==> src/rtl/imem_loader.sv <==
// rtl/imem_loader.sv - boot-time byte-stream loader and combinational fetch port for the instruction RAM
module imem_loader #(
    parameter int          DEPTH    = 32,
    parameter int          ADDR_W   = 5,
    parameter logic [31:0] NOP_WORD = 32'h00000013
) (
    input  logic              clk,
    input  logic              reset,
    input  logic [7:0]        rx_data,
    input  logic              rx_valid,
    output logic              rx_ready,
    input  logic [31:0]       pc,
    output logic [31:0]       instruction,
    output logic              cpu_reset,
    output logic              load_done,
    output logic              load_error,
    output logic [ADDR_W:0]   words_loaded
);

    localparam logic [2:0] IDLE  = 3'd0;
    localparam logic [2:0] LOAD  = 3'd1;
    localparam logic [2:0] CHECK = 3'd2;
    localparam logic [2:0] DONE  = 3'd3;
    localparam logic [2:0] ERROR = 3'd4;

    logic [2:0]        state;
    logic [7:0]        count;
    logic [7:0]        checksum;
    logic [1:0]        byte_idx;
    logic [ADDR_W-1:0] word_idx;
    logic [23:0]       shift_reg;
    logic [31:0]       mem [DEPTH];

    logic accept;
    logic pc_unused;

    assign accept      = rx_valid && rx_ready;
    assign instruction = mem[pc[ADDR_W+1:2]];
    assign pc_unused   = &{1'b0, pc[31:ADDR_W+2], pc[1:0]};

    always_ff @(posedge clk) begin
        if (reset) begin
            state        <= IDLE;
            rx_ready     <= 1'b1;
            cpu_reset    <= 1'b1;
            load_done    <= 1'b0;
            load_error   <= 1'b0;
            words_loaded <= '0;
            count        <= '0;
            checksum     <= '0;
            byte_idx     <= '0;
            word_idx     <= '0;
            shift_reg    <= '0;
            for (int i = 0; i < DEPTH; i++) begin
                mem[i] <= NOP_WORD;
            end
        end else if (accept) begin
            case (state)
                IDLE: begin
                    if (rx_data == 8'd0 || {1'b0, rx_data} > 9'(DEPTH)) begin
                        state      <= ERROR;
                        load_error <= 1'b1;
                        rx_ready   <= 1'b0;
                    end else begin
                        count    <= rx_data;
                        checksum <= rx_data;
                        byte_idx <= '0;
                        word_idx <= '0;
                        state    <= LOAD;
                    end
                end
                LOAD: begin
                    checksum <= checksum ^ rx_data;
                    byte_idx <= byte_idx + 2'd1;
                    if (byte_idx == 2'd3) begin
                        // Last byte of the word lands directly in the top lane.
                        mem[word_idx] <= {rx_data, shift_reg};
                        word_idx      <= word_idx + ADDR_W'(1);
                        words_loaded  <= words_loaded + (ADDR_W+1)'(1);
                        if (9'(word_idx) + 9'd1 == {1'b0, count}) begin
                            state <= CHECK;
                        end
                    end else begin
                        shift_reg <= {rx_data, shift_reg[23:8]};
                    end
                end
                CHECK: begin
                    rx_ready <= 1'b0;
                    if (rx_data == checksum) begin
                        state     <= DONE;
                        load_done <= 1'b1;
                        cpu_reset <= 1'b0;
                    end else begin
                        state      <= ERROR;
                        load_error <= 1'b1;
                    end
                end
                default: begin
                    state <= state;
                end
            endcase
        end
    end

endmodule
==> config.mk <==
export PLATFORM = sky130hd
export DESIGN_NAME = imem_loader
export DESIGN_NICKNAME = d
export VERILOG_FILES = /design/src/rtl/imem_loader.sv
export SDC_FILE = /design/constraint.sdc
export NUM_CORES = 2
export LEC_CHECK = 0
export ABC_AREA = 1
export CAP_MARGIN = 20
export CORE_AREA = 2 2 404 406
export DETAILED_ROUTE_END_ITERATION = 10
export DIE_AREA = 0 0 406 408
export SLEW_MARGIN = 10
export SYNTH_ARGS = -nofsm -noshare
export SYNTH_HDL_FRONTEND = slang
export SYNTH_SLANG_ARGS = --single-unit
==> constraint.sdc <==
create_clock -name clk -period 7.2 [get_ports clk]
set_clock_uncertainty 0.15 [all_clocks]
set_input_delay 0.72 -clock clk [delete_from_list [all_inputs] [get_ports clk]]
set_output_delay 0.72 -clock clk [all_outputs]
set_load 0.005 [all_outputs]
==> key figures <==
Run status
  – Outcome: finished, final reports clean

Setup path
  – Critical setup path kind: input pin to primary output
  – R2R setup slack: 3230 ps
  – FF-to-FF End: mem[21][15]
  – Worst EP arrival: about 4000 ps
  – CP Capture Type: primary output
  – Worst Path Max Fanout: 134
  – WP data required: 6330 ps
  – Worst flop-to-flop path startpoint: state[1]
  – Critical Path Start Type: input pin
  – Worst reg2reg path depth: 10

Synthesis
  – Sequential element share of the synthesized area: 66.3%
  – Post-synthesis register bit count: 1084
  – Post-synthesis instance area: 48200 sq um
  – Ys Warns: 0
  – Syn Area/Cell: approximately 11 sq um
  – Synth cell types: 27
  – Mapped Cells: ~4500
  – Synth Net Count: approximately 4600

Clock network
  – Setup bufs post-CTS: 0
  – Clk_lat worst skew: between 700 and 800 ps
  – Clock tree buffer depth: 3
  – H-tree levels: 3
  – CTS Sinks: 1084
  – CTS tree: built
  – Total CTS buffers: 115
  – Clock slew at reported path FFs: 60 ps
  – Post_cts resized: 0
  – Root buffer cell: clkbuf_16
  – CTS Hold Bufs: 0

Global route
  – Initial antenna violation count: 1
  – Largest net degree at the start of global routing: 193
  – Tot GR Track Use: about 17%
  – Vias in the first global route: 33000
  – First-pass GRT wire length: 209000 um
  – GRT overflow: 0

Pwr
  – Leak: 17.9 nW
  – Total power: 14.4 mW
  – Peak supply drop: ~0.18 mV
  – Cell Pwr Density: around 260 nW/um^2

Route
  – Antenna-violating nets left: 0
  – Via count: approximately 34000
  – Iteration count of the initial detailed-routing pass: 6
  – Number of remaining DRC errors: 0
  – Drt wl/cell: between 20 and 25 um
  – Initial DRC count: 3885
  – Via density: 5.15
  – Routed WL: 141000 um

Die
  – Initial Util: 29.8%
  – DIE AREA: between 150000 and 200000 sq um
  – Die span in y: 408 um
  – IO Count: 85
  – Die width: between 400 and 500 um
  – Core ar.: between 150000 and 200000 sq um
  – Cell row count: between 100 and 150

Timing
  – Least-Margin Pin Slew: 1140 ps
  – Minimum clock period: 4910 ps
  – Max-slew violation count: 0
  – Tcrit/Tclk final: between 60% and 70%
  – Fmax: 0.204 GHz
  – Hold Violations, Final: 0
  – Hold WS: 304 ps
  – Unrepaired setup endpoints after global routing: false
  – Setup TNS: 0 ps
  – Relative slew slack: 23.9%
  – Final setup violating endpoints: 0

Cells and area
  – Fraction of layout cells with a size suffix above 1: 7.28%
  – Area Growth Syn to Fin: 13.2%
  – Most common cell after layout, fill and taps aside: nor2_1
  – Nets@finish: 4425
  – Most frequent cells in the layout: nor2_1, edfxtp_1, nand2_1
  – Max reg flops: 1024

Place
  – Post-DP HPWL: 75800 um
  – Final RePlAce weighted congestion: roughly 0.8
  – Port Buffer Count: 57

Flow run
  – Maxcap violations: 0

Min path
  – Hold path depth: 2
  – HP Class: register to register
  – Worst hold path startpoint: cpu_reset
  – Worst Hold End: cpu_reset
==> worst max-delay path, cell delays in order <==
cell and delay (ps):
buf_8 260, inv_8 640, buf_4 590, nor2_1 100, o221ai_1 320, nand3_1 210
nand2_1 130, nand2_1 80, nand2_1 180, clkdlybuf4s50_1 540
==> metrics by stage <==
stage	cell area (sq um)	util, %	setup slack, ps	cells
5_1_grt	54500	33.7	2090	6652
2_1_floorplan	48200	-	4140	4537
3_5_place_dp	50500	31.3	2340	6420
6_report	54500	33.7	2290	6652
3_3_place_gp	50400	31.2	2400	6416
4_1_cts	54200	33.5	2340	6637
==> routing by layer <==
| layer | track usage [%] | share of wire [%] | wire (um) | vias to the layer above |
|---|---|---|---|---|
| met1 | 22.9 | 42 | 59600 | 17000 |
| met2 | 26.7 | 46 | 65700 | 1496 |
| met5 | 0 | 0 | 0 | - |
| li1 | - | - | - | 15500 |
| met4 | 5.02 | 2.7 | 3850 | 0 |
| met3 | 2.97 | 8.6 | 12200 | 205 |
==> area by class of cell <==
class | instances | area, sq um
fillers | 16100 | 107000
flip-flops and latches | 1084 | 32000
multi-input cells | 2913 | 14100
clock buffers | 140 | 2990
well taps | 2175 | 2720
repair buffers | 152 | 1700
clock inverters | 77 | 659
inverters | 110 | 427
diodes | 1 | 2.50
==> cells by family (layout without fill, tap and decap cells) <==
family                     Yosys count  after routing  synth area share [%]
and+or+nand+nor                   2028           2028                  16.3
DFF                               1084           1084                  66.3
AOI/OAI and AO/OA                  870            870                  12.4
buffers and inverters              540            479                  4.67
xor gates and xnor gates             9              9                 0.164
adders and majority gates            6              6                 0.156
other                                0              1                     0
==> where the power goes <==
| part | switching, mW | internal, mW | total (mW) |
|---|---|---|---|
| Clock | 2.52 | 3.28 | 5.79 |
| Sequential | 0.0873 | 7.19 | 7.28 |
| Combinational | 0.955 | 0.353 | 1.31 |
==> synthesized netlist by cell type (all sizes together) <==
| cell type | number | area share, % |
|---|---|---|
| a21oi | 42 | 0.44 |
| and3 | 1 | 0.013 |
| buf | 171 | 1.8 |
| clkbuf | 259 | 2.0 |
| clkinv | 4 | 0.031 |
| dfxtp | 60 | 2.5 |
| edfxtp | 1024 | 64 |
| ha | 6 | 0.16 |
| inv | 106 | 0.83 |
| nand2 | 361 | 2.8 |
| nand3 | 147 | 1.5 |
| nand3b | 1 | 0.016 |
| nand4 | 5 | 0.065 |
| nor2 | 1507 | 12 |
| nor3 | 5 | 0.052 |
| nor3b | 1 | 0.016 |
| o21ai | 315 | 3.3 |
| o21bai | 257 | 4.0 |
| o221ai | 256 | 4.7 |
| xnor2 | 7 | 0.13 |
| xor2 | 2 | 0.036 |
==> worst max path at each step <==
| stage | start | endpoint |
|---|---|---|
| after floorplan | rx_valid | mem[0][0] |
| after global placement | pc[2] | instruction[21] |
| after detailed placement | pc[2] | instruction[21] |
| after CTS | pc[2] | instruction[21] |
| after global routing | pc[2] | instruction[21] |
| final | pc[2] | instruction[21] |
Note: power is estimated with default switching activity, not from simulation.
